<file path="src/rtl/lab_logic_pipe_pkg.sv">
// Shared types and width helpers for the lab logic pipeline.
package lab_logic_pkg;

  typedef enum logic [1:0] {
    MODE_GATE = 2'b00,
    MODE_SUM  = 2'b01,
    MODE_ADD  = 2'b10,
    MODE_PASS = 2'b11
  } mode_e;

  // Bits needed to hold a popcount of a w-bit vector (0..w inclusive).
  function automatic int ones_w(input int w);
    return $clog2(w + 1);
  endfunction

  localparam int DEF_WIDTH  = 8;
  localparam int DEF_ONES_W = ones_w(DEF_WIDTH);

endpackage

</file>
<file path="src/rtl/lab_logic_pipe_if.sv">
// Operand/result bus for lab_logic_pipe. master = source/sink side, slave = pipe.
interface lab_logic_pipe_if
  import lab_logic_pkg::*;
#(
  parameter int WIDTH = 8,
  parameter int CNT_W = 16
) ();
  localparam int OW = ones_w(WIDTH);

  logic             in_valid;
  logic             in_ready;
  logic [WIDTH-1:0] a;
  logic [WIDTH-1:0] b;
  logic [WIDTH-1:0] c;
  mode_e            mode;
  logic             out_valid;
  logic             out_ready;
  logic [WIDTH-1:0] x;
  logic [WIDTH-1:0] y;
  logic [OW-1:0]    x_ones;
  logic             cnt_clr;
  logic [CNT_W-1:0] result_count;

  modport master (
    output in_valid, a, b, c, mode, out_ready, cnt_clr,
    input  in_ready, out_valid, x, y, x_ones, result_count
  );

  modport slave (
    input  in_valid, a, b, c, mode, out_ready, cnt_clr,
    output in_ready, out_valid, x, y, x_ones, result_count
  );
endinterface

</file>
<file path="src/rtl/lab_pipe_slice.sv">
// One-entry valid/ready register slice; ready passes through combinationally
// so a full slice can load and drain on the same edge.
module lab_pipe_slice #(
  parameter int DW = 8
) (
  input  logic          clk,
  input  logic          rst,
  input  logic          in_valid,
  output logic          in_ready,
  input  logic [DW-1:0] in_data,
  output logic          out_valid,
  input  logic          out_ready,
  output logic [DW-1:0] out_data
);

  assign in_ready = ~out_valid | out_ready;

  // Load on accept, empty on drain, otherwise hold contents stable.
  always_ff @(posedge clk) begin
    if (rst) begin
      out_valid <= 1'b0;
      out_data  <= '0;
    end else if (in_valid && in_ready) begin
      out_valid <= 1'b1;
      out_data  <= in_data;
    end else if (out_ready) begin
      out_valid <= 1'b0;
    end
  end

endmodule

</file>
<file path="src/rtl/lab_logic_pipe.sv">
// Two-stage pipelined per-bit logic/arithmetic unit with popcount of x
// and a saturating count of delivered results.
module lab_logic_pipe
  import lab_logic_pkg::*;
#(
  parameter int WIDTH = 8,
  parameter int CNT_W = 16
) (
  input  logic           clk,
  input  logic           rst,
  lab_logic_pipe_if.slave bus
);

  localparam int OW   = ones_w(WIDTH);
  localparam int S1_W = 3 * WIDTH + 2;
  localparam int S2_W = 2 * WIDTH + OW;

  logic             s1_in_ready;
  logic             s1_valid;
  logic [S1_W-1:0]  s1_data;
  logic             s2_in_ready;
  logic             s2_valid;
  logic [S2_W-1:0]  s2_data;

  mode_e            s1_mode;
  logic [WIDTH-1:0] s1_a, s1_b, s1_c;
  logic [WIDTH-1:0] x_n, y_n;
  logic [OW-1:0]    ones_n;
  logic [WIDTH:0]   add_sum;
  logic [CNT_W-1:0] count;

  // Stage 1: operands and mode captured together.
  lab_pipe_slice #(.DW(S1_W)) u_s1 (
    .clk       (clk),
    .rst       (rst),
    .in_valid  (bus.in_valid),
    .in_ready  (s1_in_ready),
    .in_data   ({logic'(1'b0) ? 2'b00 : 2'(bus.mode), bus.a, bus.b, bus.c}),
    .out_valid (s1_valid),
    .out_ready (s2_in_ready),
    .out_data  (s1_data)
  );

  assign s1_mode = mode_e'(s1_data[S1_W-1 -: 2]);
  assign s1_a    = s1_data[3*WIDTH-1 -: WIDTH];
  assign s1_b    = s1_data[2*WIDTH-1 -: WIDTH];
  assign s1_c    = s1_data[WIDTH-1:0];

  // Carry-in is only the low bit of c; upper c bits play no part in ADD.
  assign add_sum = {1'b0, s1_a} + {1'b0, s1_b} + (WIDTH+1)'(s1_c[0]);

  // Function datapath between the two slices.
  always_comb begin
    x_n = '0;
    y_n = '0;
    case (s1_mode)
      MODE_GATE: begin
        x_n = ~s1_c ^ (s1_a | s1_b);
        y_n = s1_a & s1_b;
      end
      MODE_SUM: begin
        x_n = s1_a ^ s1_b ^ s1_c;
        y_n = (s1_a & s1_b) | (s1_a & s1_c) | (s1_b & s1_c);
      end
      MODE_ADD: begin
        x_n = add_sum[WIDTH-1:0];
        y_n = {{(WIDTH-1){1'b0}}, add_sum[WIDTH]};
      end
      MODE_PASS: begin
        x_n = s1_a;
        y_n = s1_b;
      end
      default: begin
        x_n = '0;
        y_n = '0;
      end
    endcase
  end

  // Popcount of the x result, registered alongside it in stage 2.
  always_comb begin
    ones_n = '0;
    for (int i = 0; i < WIDTH; i++) ones_n = ones_n + OW'(x_n[i]);
  end

  // Stage 2: results as presented to the sink.
  lab_pipe_slice #(.DW(S2_W)) u_s2 (
    .clk       (clk),
    .rst       (rst),
    .in_valid  (s1_valid),
    .in_ready  (s2_in_ready),
    .in_data   ({x_n, y_n, ones_n}),
    .out_valid (s2_valid),
    .out_ready (bus.out_ready),
    .out_data  (s2_data)
  );

  // Saturating delivered-result counter; clear beats a same-cycle transfer.
  always_ff @(posedge clk) begin
    if (rst || bus.cnt_clr) begin
      count <= '0;
    end else if (s2_valid && bus.out_ready && (count != {CNT_W{1'b1}})) begin
      count <= count + 1'b1;
    end
  end

  // Nothing is accepted while reset is asserted.
  assign bus.in_ready     = s1_in_ready & ~rst;
  assign bus.out_valid    = s2_valid;
  assign bus.x            = s2_data[S2_W-1 -: WIDTH];
  assign bus.y            = s2_data[WIDTH+OW-1 -: WIDTH];
  assign bus.x_ones       = s2_data[OW-1:0];
  assign bus.result_count = count;

endmodule

</file>
<file path="src/flat_wrapper.sv">
// flat-port wrapper written by rule: the top's interface ports become plain ports
module lab_logic_pipe_flat import lab_logic_pkg::*;
#(
  parameter int WIDTH = 8,
  parameter int CNT_W = 16
)
  (clk, rst, bus_in_valid, bus_a, bus_b, bus_c, bus_mode, bus_out_ready, bus_cnt_clr, bus_in_ready, bus_out_valid, bus_x, bus_y, bus_x_ones, bus_result_count);
  lab_logic_pipe_if #(.WIDTH(WIDTH), .CNT_W(CNT_W)) bus_i ();
  input  logic clk;
  input  logic rst;
  input wire logic [$bits(bus_i.in_valid)-1:0] bus_in_valid;
  input wire logic [$bits(bus_i.a)-1:0] bus_a;
  input wire logic [$bits(bus_i.b)-1:0] bus_b;
  input wire logic [$bits(bus_i.c)-1:0] bus_c;
  input wire logic [$bits(bus_i.mode)-1:0] bus_mode;
  input wire logic [$bits(bus_i.out_ready)-1:0] bus_out_ready;
  input wire logic [$bits(bus_i.cnt_clr)-1:0] bus_cnt_clr;
  output wire logic [$bits(bus_i.in_ready)-1:0] bus_in_ready;
  output wire logic [$bits(bus_i.out_valid)-1:0] bus_out_valid;
  output wire logic [$bits(bus_i.x)-1:0] bus_x;
  output wire logic [$bits(bus_i.y)-1:0] bus_y;
  output wire logic [$bits(bus_i.x_ones)-1:0] bus_x_ones;
  output wire logic [$bits(bus_i.result_count)-1:0] bus_result_count;
  assign bus_i.in_valid = bus_in_valid;
  assign bus_i.a = bus_a;
  assign bus_i.b = bus_b;
  assign bus_i.c = bus_c;
  assign bus_i.mode = bus_mode;
  assign bus_i.out_ready = bus_out_ready;
  assign bus_i.cnt_clr = bus_cnt_clr;
  assign bus_in_ready = bus_i.in_ready;
  assign bus_out_valid = bus_i.out_valid;
  assign bus_x = bus_i.x;
  assign bus_y = bus_i.y;
  assign bus_x_ones = bus_i.x_ones;
  assign bus_result_count = bus_i.result_count;
  lab_logic_pipe #(.WIDTH(WIDTH), .CNT_W(CNT_W)) u_core (.clk(clk), .rst(rst), .bus(bus_i));
endmodule
</file>
<file path="config.mk">
export PLATFORM = sky130hd
export DESIGN_NAME = lab_logic_pipe_flat
export DESIGN_NICKNAME = d
export VERILOG_FILES = /design/src/rtl/lab_logic_pipe_pkg.sv /design/src/rtl/lab_logic_pipe_if.sv /design/src/rtl/lab_pipe_slice.sv /design/src/rtl/lab_logic_pipe.sv /design/src/flat_wrapper.sv
export SDC_FILE = /design/constraint.sdc
export NUM_CORES = 1
export LEC_CHECK = 0
export CORE_MARGIN = 4
export CORE_UTILIZATION = 45
export DETAILED_ROUTE_END_ITERATION = 10
export PLACE_DENSITY = 0.73
export SKIP_CTS_REPAIR_TIMING = 1
export SYNTH_ARGS = -nofsm -noshare
export SYNTH_HDL_FRONTEND = slang
export SYNTH_SLANG_ARGS = --single-unit
export TNS_END_PERCENT = 1
</file>
<file path="constraint.sdc">
create_clock -name clk -period 4.25 [get_ports clk]
set_input_delay 0.85 -clock clk [delete_from_list [all_inputs] [get_ports clk]]
set_output_delay 0.85 -clock clk [all_outputs]
set_load 0.05 [all_outputs]
</file>
==> impl_summary.log <==
INFO  metric clock_insertion_delay_worst_skew = 0.36 ns
INFO  metric fill_cell_instance_count_of_the_final_layout = 748
INFO  metric postSynthCellCount = 452
INFO  metric layout-drive-gt1-share = 0.0881
INFO  metric fin_cells = 627
INFO  metric layout.core_utilization = 0.583
INFO  metric area.sequential = 0.00128 mm²
INFO  metric dp.cells = 611
INFO  metric worstSetupEndpointType = flip-flop
INFO  metric detailedRoute.firstPassIterationCount = 4
INFO  metric io-pin-count = 69
INFO  metric std_cell_rows = 33
INFO  metric gp_congestion = 0.952
INFO  metric gr-total-overflow = 0
INFO  metric total_die_area = 0.00990 mm²
INFO  metric timing_worst_setup_path_type = flip-flop to flip-flop
INFO  metric syn-cell-area = 0.00377 mm²
INFO  metric post_synth_and_or_nand_nor_area_fraction = 0.220
INFO  metric setup-violations-final = 0
INFO  metric final_hold_viol_count = 0
INFO  metric synth_top_family_by_area = simple AND/OR/NAND/NOR gates
INFO  metric grt_antenna_before_repair = 0
INFO  metric report.final.slew_viol_count = 0
INFO  metric route.detailed.drc = 0
INFO  metric wirelength_per_cell = 14.8 µm
INFO  metric layout-area-overhead-vs-synth = 26.6%
INFO  metric synth-edff-count = 0
INFO  metric multi_input_gate_area_in_the_final_layout = 0.00231 mm²
INFO  metric grt_start_max_net_pins = 50
INFO  metric synth_adder_area_share = 0.136
INFO  metric dominantRegCellSynth = dfxtp_1
INFO  metric setup_repair_after_global_routing_missed_its_margin = no
INFO  metric timing.final.crit_share = 0.975
INFO  metric critPathArrivalTime = 4.42 ns
INFO  metric core = 0.00818 mm²
INFO  metric post_cts_clock_slew_at_the_launch_and_capture_registers_of_the_worst_setup_and_hold_paths = 0.07 ns
INFO  metric detailed_route_via_count = 3,376
INFO  metric ys_seq_area_frac = 0.340
INFO  metric critical_path.max_fanout = 2
INFO  metric finish.net_count = 581
INFO  metric die_width = 99.5 µm
INFO  metric leakagePower = 1.84 nW
INFO  metric cts-htree-levels = 3
INFO  metric tritoncts_num_sinks = 64
INFO  metric period_needed = 4.14 ns
INFO  metric ys_types = 50
INFO  metric fin_skew = 0.0158 ns
INFO  metric height_of_the_die = 99.5 µm
INFO  metric clock_buffers_created_by_tritoncts = 9
INFO  metric timing.fmax = 241 MHz
INFO  metric buffers_on_ports = 68
INFO  metric cts-root-to-sink-buffers = 2
INFO  metric setup_tns = 0 ns
INFO  metric max_cap_violations = 0
INFO  metric detail_route.vias_per_cell = 5.38
INFO  metric start_util = 0.461
INFO  metric grt_pass1_vias = 3,197
INFO  metric hold_path_class = flip-flop to flip-flop
INFO  metric startpoint_type = flip-flop
INFO  metric status = finished, final reports clean
INFO  metric vdd_ir_drop_max = 0.160 mV
INFO  metric yosys_warnings = 0
INFO  metric cts.root.buffer_cell = clkbuf_8
INFO  metric synth_seq_cells = 64
INFO  metric async_reset_ff_frac = 0
INFO  metric hold-worst-slack = 0.456 ns
INFO  metric worstMarginPinSlew = 0.909 ns
INFO  metric post_dp_hpwl = 6920 µm
INFO  metric syn_nets = 516
INFO  metric route.antenna.remaining_nets = 0
INFO  metric drt_first_iter_violations = 161
INFO  metric grt_pass1_wl = 15,300 µm
INFO  metric grt_use_total = 0.191
INFO  metric relSlewSlack = 0.394
INFO  metric total_power = 1.66 mW
INFO  metric timing.critical_path.required = 4.52 ns
INFO  metric power-per-cell-area = 348 mW/mm²
INFO  metric detail_route.wirelength = 9280 µm
INFO  metric post_synth_xor_area_fraction = 0.0512
INFO  metric diodes = 0
INFO  metric syn_area_per_cell = 8.33 µm²
INFO  metric synth-compound-area-share = 0.159
INFO  metric post_synth_mux_area_share = 0.0415
INFO  metric tritoncts = built
-- power by group --
group          total [mW]  internal [mW]  switching, mW  leakage (nW)
registers           0.667          0.633         0.0331         0.525
clock network       0.527          0.270          0.257        0.0916
logic               0.467          0.199          0.269          1.22
-- path summary, 6_finish.rpt --
check / startpoint / to / slack [ns] / cells after the start
max: u_core.u_s1.out_data[16] / u_core.u_s2.out_data[1] / 0.11 / 12
min: u_core.u_s2.out_data[2] / u_core.u_s2.out_data[2] / 0.46 / 2
max reg2reg: u_core.u_s1.out_data[16] / u_core.u_s2.out_data[1] / 0.11 / 12
min reg2reg: u_core.u_s2.out_data[2] / u_core.u_s2.out_data[2] / 0.46 / 2
-- layer usage --
layer | track usage | wire [µm] | share of wire
met1 | 0.250 | 4320 | 0.46
met2 | 0.311 | 4340 | 0.47
met3 | 0.0400 | 433 | 0.047
met4 | 0.0714 | 195 | 0.021
met5 | 0 | 0 | 0
-- Yosys cell counts, types with 3 or more instances --
master	count	area share
dfxtp_1	64	0.34
ha_1	20	0.066
a21o_1	5	0.010
xor2_1	13	0.030
o21ai_0	10	0.013
xnor2_1	9	0.021
mux2i_1	10	0.027
and3_1	3	0.0050
nand4_1	5	0.0083
nand2b_1	3	0.0050
a21oi_1	48	0.064
nor3_1	11	0.015
clkbuf_1	10	0.010
nor2b_1	5	0.0083
a211oi_1	7	0.014
fa_1	13	0.069
buf_2	12	0.016
inv_1	26	0.026
a311oi_1	4	0.0093
nor2_1	48	0.048
nand2_1	72	0.072
and4_1	4	0.0093
nand3_1	14	0.019
a221oi_1	3	0.0070
-- registers in the layout, indices dropped and copies added (netlist names) --
name	flops
u_core.u_s1.out_valid	1
u_core.u_s2.out_data	20
u_core.u_s1.out_data	26
u_core.u_s2.out_valid	1
u_core.bus.result_count	16
-- placed cells by master (no fill, tap or decap), types with 4 or more instances in the layout --
master / instances
nor3_1: 11
a21o_1: 5
a21oi_1: 47
clkbuf_8: 9
nand2_1: 72
inv_1: 26
xor2_1: 13
o21ai_0: 10
a311oi_1: 4
dfxtp_1: 62
nand3_1: 14
ha_1: 19
clkdlybuf4s50_1: 67
nor2b_1: 5
mux2i_1: 10
nand4_1: 5
xnor2_1: 9
and4_1: 4
fa_1: 10
buf_4: 10
a211oi_1: 6
nor2_1: 48
-- cells by family after synthesis --
| logic type | Yosys count |
|---|---|
| compound gates | 95 |
| fa+ha+maj | 33 |
| mux | 13 |
| xor+xnor | 22 |
| simple gates | 176 |
| flops | 64 |
| buf+inv | 49 |
-- critical path, cell delays in order (launching register included) --
cell and delay, ns:
dfxtp_2 0.34, fa_2 0.41, fa_2 0.41, mux4_2 0.51, ha_4 0.24, fa_1 0.50
inv_1 0.05, fa_1 0.50, inv_1 0.06, fa_2 0.38, inv_1 0.07, fa_1 0.41
a211oi_2 0.18
-- layout make-up --
cell class / instances / area share
multi-input cells: 339 / 0.485
clock buffers: 9 / 0.0260
clock inverters: 7 / 0.0150
inverters: 26 / 0.0205
flip-flops and latches: 64 / 0.269
repair buffers: 77 / 0.156
well taps: 105 / 0.0276
-- per-stage QoR --
stage | cell area [µm²] | worst slack (ns)
after floorplan | 3770 | 0.0322
after global placement | 4540 | -0.00294
after detailed placement | 4540 | -0.130
after CTS | 4740 | -0.128
after global routing | 4770 | 0.00391
final | 4770 | 0.107
(Power assumes the default switching activity.)
